==> config.mk <==
export PLATFORM = sky130hd
export DESIGN_NAME = muldiv_unit
export DESIGN_NICKNAME = d
export VERILOG_FILES = /design/src/rtl/mips_pkg.sv /design/src/rtl/muldiv_unit.sv
export SDC_FILE = /design/constraint.sdc
export NUM_CORES = 1
export LEC_CHECK = 0
export CORE_UTILIZATION = 29
export DETAILED_ROUTE_END_ITERATION = 7
export PLACE_DENSITY = 0.54
export SYNTH_ARGS = -nofsm -noshare
export SYNTH_HDL_FRONTEND = slang
export SYNTH_SLANG_ARGS = --single-unit
==> constraint.sdc <==
create_clock -name clk -period 3.6 [get_ports clk]
set_input_delay 0.36 -clock clk [delete_from_list [all_inputs] [get_ports clk]]
set_output_delay 0.36 -clock clk [all_outputs]
set_load 0.02 [all_outputs]
==> src/rtl/mips_pkg.sv <==
// Shared MIPS decode constants and the multiply/divide unit state type.
package mips_pkg;

    localparam logic [5:0] FUNCT_MFHI  = 6'b010000;
    localparam logic [5:0] FUNCT_MTHI  = 6'b010001;
    localparam logic [5:0] FUNCT_MFLO  = 6'b010010;
    localparam logic [5:0] FUNCT_MTLO  = 6'b010011;
    localparam logic [5:0] FUNCT_MULT  = 6'b011000;
    localparam logic [5:0] FUNCT_MULTU = 6'b011001;
    localparam logic [5:0] FUNCT_DIV   = 6'b011010;
    localparam logic [5:0] FUNCT_DIVU  = 6'b011011;

    typedef enum logic [1:0] {
        ST_IDLE = 2'b00,
        ST_MUL  = 2'b01,
        ST_DIV  = 2'b10,
        ST_FIX  = 2'b11
    } muldiv_state_t;

endpackage

==> src/rtl/muldiv_unit.sv <==
// Iterative multiply/divide unit with HI/LO registers: one bit per cycle on
// operand magnitudes, sign correction applied in a final FIX cycle.
module muldiv_unit
    import mips_pkg::*;
#(
    parameter int WIDTH = 32
) (
    input  logic             clk,
    input  logic             reset,
    input  logic             start,
    input  logic [5:0]       funct,
    input  logic [WIDTH-1:0] a,
    input  logic [WIDTH-1:0] b,
    output logic             busy,
    output logic             done,
    output logic             div_zero,
    output logic [WIDTH-1:0] hi,
    output logic [WIDTH-1:0] lo
);

    localparam int CW = $clog2(WIDTH + 1);

    muldiv_state_t      state_q, state_d;
    logic [CW-1:0]      cnt_q, cnt_d;
    logic [2*WIDTH-1:0] acc_q, acc_d;
    logic [WIDTH-1:0]   opb_q, opb_d;
    logic [WIDTH-1:0]   hi_q, hi_d, lo_q, lo_d;
    logic               is_div_q, is_div_d;
    logic               negq_q, negq_d, negr_q, negr_d;
    logic               zdiv_q, zdiv_d;
    logic               done_q, done_d, div_zero_q, div_zero_d;

    logic               signed_op_s;
    logic [WIDTH-1:0]   a_mag_s, b_mag_s;
    logic [WIDTH:0]     mul_sum_s, rem_sh_s, div_diff_s;
    logic [2*WIDTH-1:0] prod_fix_s;
    logic [WIDTH-1:0]   quot_fix_s, rem_fix_s;

    assign signed_op_s = (funct == FUNCT_MULT) || (funct == FUNCT_DIV);
    assign a_mag_s     = (signed_op_s && a[WIDTH-1]) ? ({WIDTH{1'b0}} - a) : a;
    assign b_mag_s     = (signed_op_s && b[WIDTH-1]) ? ({WIDTH{1'b0}} - b) : b;

    assign mul_sum_s   = {1'b0, acc_q[2*WIDTH-1:WIDTH]}
                       + (acc_q[0] ? {1'b0, opb_q} : {(WIDTH+1){1'b0}});
    // Remainder stays below the divisor, so bit WIDTH of the difference is a clean borrow.
    assign rem_sh_s    = acc_q[2*WIDTH-1:WIDTH-1];
    assign div_diff_s  = rem_sh_s - {1'b0, opb_q};

    assign prod_fix_s  = negq_q ? ({(2*WIDTH){1'b0}} - acc_q) : acc_q;
    assign quot_fix_s  = negq_q ? ({WIDTH{1'b0}} - acc_q[WIDTH-1:0]) : acc_q[WIDTH-1:0];
    assign rem_fix_s   = negr_q ? ({WIDTH{1'b0}} - acc_q[2*WIDTH-1:WIDTH]) : acc_q[2*WIDTH-1:WIDTH];

    assign busy     = (state_q != ST_IDLE);
    assign done     = done_q;
    assign div_zero = div_zero_q;
    assign hi       = hi_q;
    assign lo       = lo_q;

    // Next-state and datapath update for issue, iteration and sign fix-up.
    always_comb begin
        state_d    = state_q;
        cnt_d      = cnt_q;
        acc_d      = acc_q;
        opb_d      = opb_q;
        hi_d       = hi_q;
        lo_d       = lo_q;
        is_div_d   = is_div_q;
        negq_d     = negq_q;
        negr_d     = negr_q;
        zdiv_d     = zdiv_q;
        done_d     = 1'b0;
        div_zero_d = 1'b0;
        case (state_q)
            ST_IDLE: begin
                if (start) begin
                    case (funct)
                        FUNCT_MTHI: hi_d = a;
                        FUNCT_MTLO: lo_d = a;
                        FUNCT_MULT, FUNCT_MULTU: begin
                            state_d  = ST_MUL;
                            cnt_d    = CW'(WIDTH);
                            acc_d    = {{WIDTH{1'b0}}, b_mag_s};
                            opb_d    = a_mag_s;
                            is_div_d = 1'b0;
                            negq_d   = signed_op_s & (a[WIDTH-1] ^ b[WIDTH-1]);
                            negr_d   = signed_op_s & a[WIDTH-1];
                            zdiv_d   = 1'b0;
                        end
                        FUNCT_DIV, FUNCT_DIVU: begin
                            state_d  = ST_DIV;
                            cnt_d    = CW'(WIDTH);
                            acc_d    = {{WIDTH{1'b0}}, a_mag_s};
                            opb_d    = b_mag_s;
                            is_div_d = 1'b1;
                            negq_d   = signed_op_s & (a[WIDTH-1] ^ b[WIDTH-1]);
                            negr_d   = signed_op_s & a[WIDTH-1];
                            zdiv_d   = (b == {WIDTH{1'b0}});
                        end
                        default: state_d = ST_IDLE;
                    endcase
                end else begin
                    state_d = ST_IDLE;
                end
            end
            ST_MUL: begin
                acc_d = {mul_sum_s, acc_q[WIDTH-1:1]};
                cnt_d = cnt_q - CW'(1);
                if (cnt_q == CW'(1)) state_d = ST_FIX;
                else                 state_d = ST_MUL;
            end
            ST_DIV: begin
                if (!div_diff_s[WIDTH]) acc_d = {div_diff_s[WIDTH-1:0], acc_q[WIDTH-2:0], 1'b1};
                else                    acc_d = {rem_sh_s[WIDTH-1:0], acc_q[WIDTH-2:0], 1'b0};
                cnt_d = cnt_q - CW'(1);
                if (cnt_q == CW'(1)) state_d = ST_FIX;
                else                 state_d = ST_DIV;
            end
            ST_FIX: begin
                // Divide by zero yields all-ones quotient; remainder path already restores a.
                if (is_div_q) begin
                    lo_d       = zdiv_q ? {WIDTH{1'b1}} : quot_fix_s;
                    hi_d       = rem_fix_s;
                    div_zero_d = zdiv_q;
                end else begin
                    {hi_d, lo_d} = prod_fix_s;
                end
                done_d  = 1'b1;
                state_d = ST_IDLE;
            end
            default: state_d = ST_IDLE;
        endcase
    end

    // State and datapath registers with asynchronous clear.
    always_ff @(posedge clk or negedge reset) begin
        if (!reset) begin
            state_q    <= ST_IDLE;
            cnt_q      <= {CW{1'b0}};
            acc_q      <= {(2*WIDTH){1'b0}};
            opb_q      <= {WIDTH{1'b0}};
            hi_q       <= {WIDTH{1'b0}};
            lo_q       <= {WIDTH{1'b0}};
            is_div_q   <= 1'b0;
            negq_q     <= 1'b0;
            negr_q     <= 1'b0;
            zdiv_q     <= 1'b0;
            done_q     <= 1'b0;
            div_zero_q <= 1'b0;
        end else begin
            state_q    <= state_d;
            cnt_q      <= cnt_d;
            acc_q      <= acc_d;
            opb_q      <= opb_d;
            hi_q       <= hi_d;
            lo_q       <= lo_d;
            is_div_q   <= is_div_d;
            negq_q     <= negq_d;
            negr_q     <= negr_d;
            zdiv_q     <= zdiv_d;
            done_q     <= done_d;
            div_zero_q <= div_zero_d;
        end
    end

endmodule

-- Word-level counts from Yosys, hierarchy flattened
Cells that the tools add are included.
- flip-flop bits (word level): 174
- input port bits: 73
- logic and storage cells: 93
- output and inout bits: 67
- add/sub/neg operators: 8
- eq/ne operators: 16
- reduce and logical (&&, ||, !) cells: 21
- multiplexer cells: 33
- bitwise operators: 3
- operators by type and width (kind ; count):
    $mux W32 ; 12
    $mux W64 ; 3
    $pmux W32 S2 ; 3
    $pmux W64 S3 ; 1
    $pmux W64 S2 ; 1
    $sub A1 B32 Y32 const A ; 4
    $sub A1 B64 Y64 const A ; 1
    $eq A6 B5 Y1 const B ; 6
    $add A32 B32 Y33 ; 1
    $sub A33 B32 Y33 ; 1
    $logic_not A32 Y1 ; 1
    $reduce_and A3 Y1 ; 6
    $mux W6 ; 2
    $pmux W6 S2 ; 1
    $pmux W2 S4 ; 1
    $reduce_bool A2 Y1 ; 4
    $reduce_or A2 Y1 ; 4
    $eq A6 B1 Y1 const B ; 1
    $pmux W2 S3 ; 1
    $sub A6 B1 Y6 const B ; 1
    $eq A2 B2 Y1 const B ; 2
    $mux W1 ; 4
    $mux W2 ; 2
    $ne A2 B1 Y1 const B ; 2
    12 further kinds ; 16

-- Longest topological paths before layout
- depth in word-level cells: 7
- gate-level depth with buffers: 14
- mapped depth without buffers: 12

-- Worst setup path after synthesis
Ideal clock, no wire load.
- kind: register to register
- start point: register acc_q[33]
- end point: register acc_q[34]
- setup time: 0.082 ns
- arrival: 3.150 ns
- path buffers: 1
- stages on the path, launching flop included: 12
- period minus slack after synthesis: 3.232 ns
- setup slack: 0.368 ns
- cells stage by stage: dfrtp_1 ha_1 nor2b_1 o31a_1 o311ai_1 a211oi_1 o21ai_0 a22oi_1 xnor2_1 buf_2 mux2_2 a31oi_1
- cells in the longest elaborated chain, start to end: 3
- ends and longest elaborated chain (item ; line ; RTL):
    start, declared ; muldiv_unit.sv:25 ; logic [2*WIDTH-1:0] acc_q, acc_d;
    start signal, assigned ; muldiv_unit.sv:139 ; acc_q <= {(2*WIDTH){1'b0}};
    $sub A33 B32 Y33 ; muldiv_unit.sv:47 ; assign div_diff_s = rem_sh_s - {1'b0, opb_q};
    $mux W64 ; muldiv_unit.sv:112 ; if (!div_diff_s[WIDTH]) acc_d = {div_diff_s[WIDTH-1:0], acc_q[WIDTH-2:0], 1'b1};
    $pmux W64 S3 (*) ; muldiv_unit.sv:73 ; case (state_q)
Every way passes the cells marked *; elsewhere a longest branch is shown, timed or not.
A chain may end at the register's enable or synchronous reset.

-- Worst setup path in the final report
- start point: register acc_q[0]
- end point: register acc_q[59]
- cells in the longest elaborated chain, start to end: 3
- ends and longest elaborated chain (item ; line ; RTL):
    $mux W32 ; muldiv_unit.sv:44 ; + (acc_q[0] ? {1'b0, opb_q} : {(WIDTH+1){1'b0}});
    $add A32 B32 Y33 ; muldiv_unit.sv:44 ;
    $pmux W64 S3 ; muldiv_unit.sv:73 ;
Every way passes these cells.

==> results.toml <==
[synthesis]
yosys.area_share.simple_pct = 18.5
synth-xor-area-share_pct = 9.60
syn-mean-instance-area_sq_um = 7.72
synth_compound_area_share_pct = 28.5
synthCells = 1985
ys_seq_elements = 174
synth.distinct_cells = 66
synth_top_area_share_pct = 28.4
syn_nets = 2134
ys.flop_type = "dfrtp_1"
ys_seq_area_share_pct = 28.4
yosysTopAreaCell = "dfrtp_1"
synth_top_family_by_area = "compound AO/OA/AOI/OAI gates"
synthMuxAreaShare_pct = 4.01
async_reset_ff_share_pct = 100
synth_area_sq_um = 15300
synthAdderAreaFrac_pct = 6.30
yosys_warnings = 0
yosys-top-cells-area = "dfrtp_1 (28%), o21ai_0 (6.6%), ha_1 (6.0%)"
synth-edff-count = 0

[timing]
slew_viol_final = 0
setup_viol = 0
min_period_ps = 3440
skew_ps = 14.5
fin_crit_sh_pct = 95.5
worstMarginPinSlew_ps = 1100
fin_setup_tns_ps = 0
fmax_mhz = 291
hold_violations = 0
setup_slack_ps = 162
rsz0062_at_grt = "false"
slew_headroom_pct = 26.2

[detailed_routing]
drc = 0
ant_nets = 0
finalWirelength_mm = 63.9
num_vias = 15900
drt_iter0_drc = 1569
firstDrtPassIters = 5
via_per_inst = 5.59
wl_per_cell_um = 22.5

[floorplanning]
die_h_um = 232
start_util_pct = 29.6
die_w_um = 232
die_area_sq_um = 53800
coreArea_sq_um = 51700
row_count = 83
pin_count = 140

[final_layout]
fill_cells = 5352
drive_gt1_share_pct = 9.15
final_nets = 2301
finalNonFillerCells = 2844
num_antenna_cells = 0
fin_util_pct = 36.4
syn_to_final_growth_pct = 23.0

[global_routing]
grt_max_degree = 71
first_global_vias = 14800
grt_usage_pct = 23.5
antenna_found_initial = 1
grt_pass1_wl_mm = 94.6
grt_overflow = 0

[critical_path]
cp.required_ps = 3940
crit_path_start_kind = "register"
crit_start = "acc_q[0]"
reg2reg_slack_ps = 160
crit_type = "reg -> reg"
rr_startpoint = "acc_q[0]"
path_max_fanout = 16
crit_path_end_kind = "register"
worstPathArrival_ps = 3780

[placement]
post-dp-hpwl_mm = 50.8
place.gp.congestion = 0.933
dp_cells = 2812
io_buffer_count = 139
post-place-ws_ps = 108

[clocking]
clk_latency_ps = 470
cts-buffers-inserted = 17
cts-root-buf = "clkbuf_16"
clk_pin_slew_ps = 80
cts_setup_buffers = 0
h-tree-depth = 4
clock-sinks = 174
cts_tree = "yes"
cts_buffer_depth = 2

[min_path]
holdCritPathClass = "in -> async"

[power]
p_leak_nw = 8.22
ir_drop_mv = 0.258
design_power_total_mw = 8.53
power_density_nw_per_um2 = 453

[flow_run]
drv_cap = 0

[run_status]
status = "completed"
==> sequential cells by signal, indices dropped and copies added (netlist names) <==
signal,cells
acc_q,64
hi,32
lo,32
opb_q,32
cnt_q,6
state_q,2
div_zero,1
done,1
is_div_q,1
negq_q,1
negr_q,1
zdiv_q,1
==> power by group <==
part           switching, mW  internal [mW]
Combinational           2.21           1.56
Clock                  0.866           1.18
Sequential             0.419           2.30
Total                   3.49           5.04
==> synth_stat cells, types with 21 or more instances <==
master	instances
xnor2_1	82
ha_1	74
inv_1	70
xor2_1	86
a21o_1	55
a31oi_1	25
clkbuf_1	103
nand3_1	33
nor3_1	30
o21ai_0	203
dfrtp_1	174
a21oi_1	183
a22oi_1	36
nand2_1	206
a211oi_1	27
nor4_1	21
o22a_1	30
mux2i_1	49
nor2_1	214
==> final cells by class <==
cell class	count	area, sq um	area share, %
Clock inverter	10	163	0.863
Clock buffer	21	450	2.39
Tap cell	680	851	4.51
Multi-Input combinational cell	1621	10300	54.8
Inverter	71	267	1.41
Sequential cell	174	4350	23.1
Timing Repair Buffer	267	2430	12.9
==> metal layers <==
| metal | share of wire (%) | global-route usage [%] |
|---|---|---|
| met1 | 46 | 33.3 |
| met2 | 44 | 35.6 |
| met3 | 6.6 | 3.13 |
| met4 | 3.5 | 9.35 |
| met5 | 0.019 | 0 |
==> worst paths after layout <==
path,to,cells after the start
worst min-delay path,hi[8],2
worst max-delay path,acc_q[59],15
max in group asynchronous,acc_q[15],3
worst min register to register,hi[21],1
worst max register to register,acc_q[59],15
min in group clk,hi[21],1
==> per-stage QoR <==
stage / instance area (sq um) / hold WS, ps
floorplan: 15300 / 64.4
global placement: 18200 / 386
detailed placement: 18200 / 382
CTS: 18800 / 478
global route: 18800 / 494
finish: 18800 / 458
==> worst max-delay path, stage by stage (launching register included) <==
cell	delay, ps
dfrtp_1	400
inv_1	180
buf_12	200
nor2_1	60
ha_1	290
buf_4	130
o21ai_0	70
a21oi_1	220
nand3_1	140
a221o_1	410
o21ai_0	270
buf_4	200
a31oi_1	120
o21ai_0	240
xnor2_1	190
o221ai_1	160
==> kinds of logic (layout without fill, tap and decap cells) <==
logic type,after synthesis,in the layout
AOI/OAI and AO/OA,697,697
muxes,60,60
and+or+nand+nor,620,620
xor gates and xnor gates,168,168
DFF,174,174
buffers and inverters,190,369
adders and majority gates,76,76
==> layout by cell type, fill, tap and decap left out, types with 6 or more instances in the layout <==
cell type          n
a2111oi_0          6
a211oi_1          26
a21o_1            54
a21oi_1          180
a221o_1            7
a22o_1            11
a22oi_1           36
a31oi_1           25
and2_1            10
and3_1            15
buf_4            120
clkbuf_16         17
clkdlybuf4s50_1  138
dfrtp_1          174
ha_1              72
inv_1             70
mux2_2            11
mux2i_1           49
nand2_1          205
nand2b_1          13
nand3_1           32
nand3b_1           6
nand4_1           13
nor2_1           214
nor2b_1            9
nor3_1            30
nor4_1            20
o211ai_1          16
o21a_1            12
o21ai_0          203
o22a_1            30
o31a_1            12
o31ai_1           17
o41ai_1           14
or2_2              7
or3_1             15
or4_1             10
xnor2_1           81
xor2_1            86
==> what timing repair did <==
action / in CTS / in global routing
gates resized for setup: 0 / 7
endpoints found under the setup margin: 0 / 23
endpoints found under the hold margin: 53 / 0
hold buffers: 1 / 0
Power figures use the tool's default switching activity.
